**config.mk**
```make
export PLATFORM = sky130hd
export DESIGN_NAME = wide_add_sequencer
export DESIGN_NICKNAME = d
export VERILOG_FILES = /design/src/rtl/wide_add_sequencer_pkg.sv /design/src/rtl/wide_add_sequencer_adder.sv /design/src/rtl/wide_add_sequencer.sv
export SDC_FILE = /design/constraint.sdc
export NUM_CORES = 1
export LEC_CHECK = 0
export BUFFER_PORTS_ARGS = -buffer_cell sky130_fd_sc_hd__buf_2
export CORE_UTILIZATION = 50
export CTS_BUF_LIST = sky130_fd_sc_hd__clkbuf_8
export CTS_CLUSTER_DIAMETER = 60
export DETAILED_ROUTE_END_ITERATION = 10
export HOLD_SLACK_MARGIN = 0.02
export PLACE_DENSITY = 0.74
export SLEW_MARGIN = 0
export SYNTH_ARGS = -nofsm -noshare
export SYNTH_HDL_FRONTEND = slang
export SYNTH_HIERARCHICAL = 1
export SYNTH_SLANG_ARGS = --single-unit
```
**constraint.sdc**
```tcl
create_clock -name clk -period 8.4 [get_ports clk]
set_clock_uncertainty 0.1 [all_clocks]
set_input_delay 1.68 -clock clk [delete_from_list [all_inputs] [get_ports clk]]
set_output_delay 1.68 -clock clk [all_outputs]
set_load 0.05 [all_outputs]
```
**src/rtl/wide_add_sequencer_pkg.sv**
```systemverilog
// Shared definitions for the wide add/sub sequencer:
// state encoding and an index-width helper.
package wide_add_sequencer_pkg;

    typedef enum logic [1:0] {
        IDLE = 2'd0,
        RUN  = 2'd1,
        DONE = 2'd2
    } state_t;

    // Bits needed to hold an index 0..n-1 (at least 1).
    function automatic int idx_width(input int n);
        int w;
        w = 1;
        while ((1 << w) < n) begin
            w = w + 1;
        end
        return w;
    endfunction

endpackage

```
**src/rtl/wide_add_sequencer_adder.sv**
```systemverilog
// ParamAdder: purely combinational N-bit adder with carry in/out,
// shared by the wide sequencer for one chunk per cycle.
module ParamAdder #(
    parameter int N = 5
) (
    input  logic [N-1:0] a,
    input  logic [N-1:0] b,
    input  logic         cin,
    output logic [N-1:0] s,
    output logic         cout
);

    logic [N:0] full;

    assign full = {1'b0, a} + {1'b0, b} + {{N{1'b0}}, cin};
    assign s    = full[N-1:0];
    assign cout = full[N];

endmodule

```
**src/rtl/wide_add_sequencer.sv**
```systemverilog
// Chunk-serial wide adder/subtractor: drives one shared ParamAdder
// LSB chunk first, rippling the carry through a register.
module wide_add_sequencer
    import wide_add_sequencer_pkg::*;
#(
    parameter int N     = 5,
    parameter int WORDS = 4
) (
    input  logic               clk,
    input  logic               rst_n,
    input  logic               start,
    input  logic               sub,
    input  logic               cin,
    input  logic [N*WORDS-1:0] a,
    input  logic [N*WORDS-1:0] b,
    output logic               busy,
    output logic               done,
    output logic [N*WORDS-1:0] sum,
    output logic               cout
);

    localparam int W  = N * WORDS;
    localparam int IW = idx_width(WORDS);
    localparam logic [IW-1:0] LAST = IW'(WORDS - 1);

    state_t          state;
    state_t          state_n;
    logic [IW-1:0]   idx;
    logic            carry;
    logic [W-1:0]    a_reg;
    logic [W-1:0]    b_reg;
    logic [W-1:0]    sum_reg;

    logic [N-1:0]    add_a;
    logic [N-1:0]    add_b;
    logic [N-1:0]    add_s;
    logic            add_co;
    logic            accept;

    assign accept = start && ((state == IDLE) || (state == DONE));

    assign add_a = a_reg[int'(idx)*N +: N];
    assign add_b = b_reg[int'(idx)*N +: N];

    ParamAdder #(
        .N(N)
    ) u_adder (
        .a    (add_a),
        .b    (add_b),
        .cin  (carry),
        .s    (add_s),
        .cout (add_co)
    );

    always_comb begin
        state_n = state;
        unique case (state)
            IDLE: if (start) state_n = RUN;
            RUN:  if (idx == LAST) state_n = DONE;
            DONE: state_n = start ? RUN : IDLE;
            default: state_n = IDLE;
        endcase
    end

    always_ff @(posedge clk or negedge rst_n) begin
        if (!rst_n) begin
            state   <= IDLE;
            idx     <= '0;
            carry   <= 1'b0;
            a_reg   <= '0;
            b_reg   <= '0;
            sum_reg <= '0;
        end else begin
            state <= state_n;
            if (accept) begin
                a_reg   <= a;
                // Subtract as a + ~b + 1.
                b_reg   <= sub ? ~b : b;
                carry   <= sub ? 1'b1 : cin;
                idx     <= '0;
                sum_reg <= '0;
            end else if (state == RUN) begin
                sum_reg[int'(idx)*N +: N] <= add_s;
                carry <= add_co;
                if (idx != LAST) begin
                    idx <= idx + 1'b1;
                end
            end
        end
    end

    assign busy = (state == RUN);
    assign done = (state == DONE);
    assign sum  = sum_reg;
    assign cout = carry;

endmodule

```
==> results.toml <==
[power]
fin_total_pwr_mw = 1.76
powerDensity_mw_per_mm2 = 459
ir_drop_mv = 0.273
power.leakage_nw = 1.91

[timing]
drv_slew = 0
rsz0062_at_grt = "false"
max-slew-margin-rel = 0.462
tightest_slew_ps = 807
fmax_ghz = 0.308
setup_viol = 0
period_share = 0.387
finalSetupTns_ps = 0
final.min_clock_period_ps = 3250
final_hold_viol_count = 0

[drt]
ant_nets = 0
route.detailed.drc = 0
num_vias = 2405
vias_per_cell = 5.21
wl_per_cell_um = 13.9
drt-total-wl_um = 6420
drt_iter0_drc = 80
dr.pass1.iters = 4

[synthesis]
ys_warn_count = 6
synthDistinctLibCells = 34
ys_ff_latch = 65
synth.top_cell.area_share = 0.491
ys_dominant_reg_cell = "dfrtp_1"
syn_area_mm2 = 0.00331
async_reset_ff_frac = 1.00
ys_seq_area_frac = 0.491
yosysTopAreaCell = "dfrtp_1"
synth.area.top_cells = "dfrtp_1 (49%), nand2_1 (11%), mux4_2 (6.8%)"
synth-edff-count = 0
avgSynthCellArea_um2 = 10.4
synthCells = 320
synth_fp_nets = 376

[critical_path]
crit_type = "flip-flop to flip-flop"
arrival_ps = 3390
path_max_fanout = 15
start_kind = "flip-flop"
r2r_slack_ps = 5150
cp.required_ps = 8540
r2r_end = "sum[9]"
critPathCaptureType = "flip-flop"
r2r_cells = 11
r2r-start = "idx[0]"

[floorplan]
initial_core_util = 0.519
fp.dieH_um = 83.4
die_area_mm2 = 0.00696
num_io_pins = 68
die_x_um = 83.4
fp.coreArea_mm2 = 0.00639
rows = 29

[clocking]
cts_tree = "done"
post_cts_buffers = 0
cts_buffers = 9
cts-root-buf = "clkbuf_8"
cts_sinks = 65
clk_latency_ps = 340
cts_hold_buf = 0
post_cts_resized = 0
cts_max_path_buffers = 2
htreeDepth = 3
clkSlewWorstSetupHoldPaths_ps = 70

[final_layout]
seqCellArea_mm2 = 0.00163
layout.nets = 437
drive_gt1_frac = 0.268
multi_input_area_mm2 = 0.00151
n_fill_cell = 576
insertedDiodeCount = 0
syn_to_final_growth_pct = 15.6
final_common_cell = "nand2_1"
layout_common_cells = "nand2_1 (97), buf_2 (67), dfrtp_1 (65)"

[grt]
grt_antenna_before_repair = 0
grt_pass1_wl_um = 11200
gr-usage-all-layers = 0.207
grt_max_degree = 78
grt_pass1_vias = 2358
grt-ovfl-total = 0

[min_path]
worstHoldStart = "a_reg[11]"
hold_class = "flip-flop to flip-flop"
whs_endpoint = "a_reg[11]"
hold_depth = 2

[flow_run]
drv_cap = 0

[status]
status = "finished, final reports clean"

[placement]
port_buffers = 67
dp_hpwl_um = 4540
gp_congestion = 0.845
-- worst max-delay path, stage by stage (launching register included) --
cell and delay (ps):
dfrtp_1 610, buf_4 330, mux4_2 520, inv_1 90, fa_1 190, inv_1 60, fa_1 400, a21o_1 200
a21oi_2 140, xnor2_1 220, nand2_1 100, o31ai_1 200
-- routing by layer --
layer | global-route usage | wire length, µm | part of all wire | vias to the layer above
met5 | 0 | 0 | 0 | -
met4 | 0.0925 | 126 | 0.020 | 0
met3 | 0.0547 | 307 | 0.048 | 9
met2 | 0.319 | 3050 | 0.47 | 70
met1 | 0.275 | 2940 | 0.46 | 1138
li1 | - | - | - | 1188
-- synthesized netlist by cell type, types with 3 or more instances --
cell / instances
nand2_1: 97
dfrtp_1: 65
o21ai_0: 23
xnor2_1: 23
nand3_1: 17
mux4_2: 10
ha_1: 9
o21ai_1: 9
inv_1: 8
buf_6: 7
buf_2: 6
o31ai_1: 6
a22o_1: 5
clkbuf_1: 3
nand3b_1: 3
nor2_1: 3
nor2b_1: 3
-- stage by stage --
| stage | cells | utilization | worst slack, ps | area (µm²) | hold slack, ps |
|---|---|---|---|---|---|
| floorplan | 320 | - | 5440 | 3310 | 339 |
| global placement | 447 | 0.567 | 5210 | 3620 | 354 |
| detailed placement | 447 | 0.567 | 5150 | 3620 | 362 |
| CTS | 462 | 0.600 | 5130 | 3830 | 380 |
| global route | 462 | 0.600 | 4890 | 3830 | 398 |
| finish | 462 | 0.600 | 5150 | 3830 | 376 |
-- power breakdown --
group          switching, mW  internal [mW]  leakage [nW]
clock                  0.112          0.171         0.115
combinational          0.578          0.347         0.965
sequential            0.0999          0.450         0.833
-- how the worst max path moves through the flow --
stage               cells after the start  startpoint  slack (ps)      to
floorplan                               2    state[0]        5440    done
global placement                       11      idx[0]        5210  sum[9]
detailed placement                     11      idx[0]        5150  sum[9]
CTS                                    11      idx[0]        5130  sum[9]
global route                           11      idx[0]        4890  sum[9]
finish                                 11      idx[0]        5150  sum[9]
-- cell type report --
cell class                      instances  area share
Clock buffer                           10      0.0359
Clock inverter                          5      0.0189
Inverter                                9     0.00882
Multi-Input combinational cell        226       0.393
Sequential cell                        65       0.425
Tap cell                               77      0.0252
Timing Repair Buffer                   70      0.0934
-- cells by family after synthesis --
logic type / after synthesis / share of synthesized area
buffers and inverters: 29 / 0.0548
flip-flops: 65 / 0.491
multiplexers: 10 / 0.0680
AO/OA/AOI/OAI: 49 / 0.0891
adder cells (fa/ha/maj): 11 / 0.0461
AND/OR/NAND/NOR: 132 / 0.188
XOR/XNOR: 24 / 0.0634
Note: power is estimated with default switching activity, not from simulation.
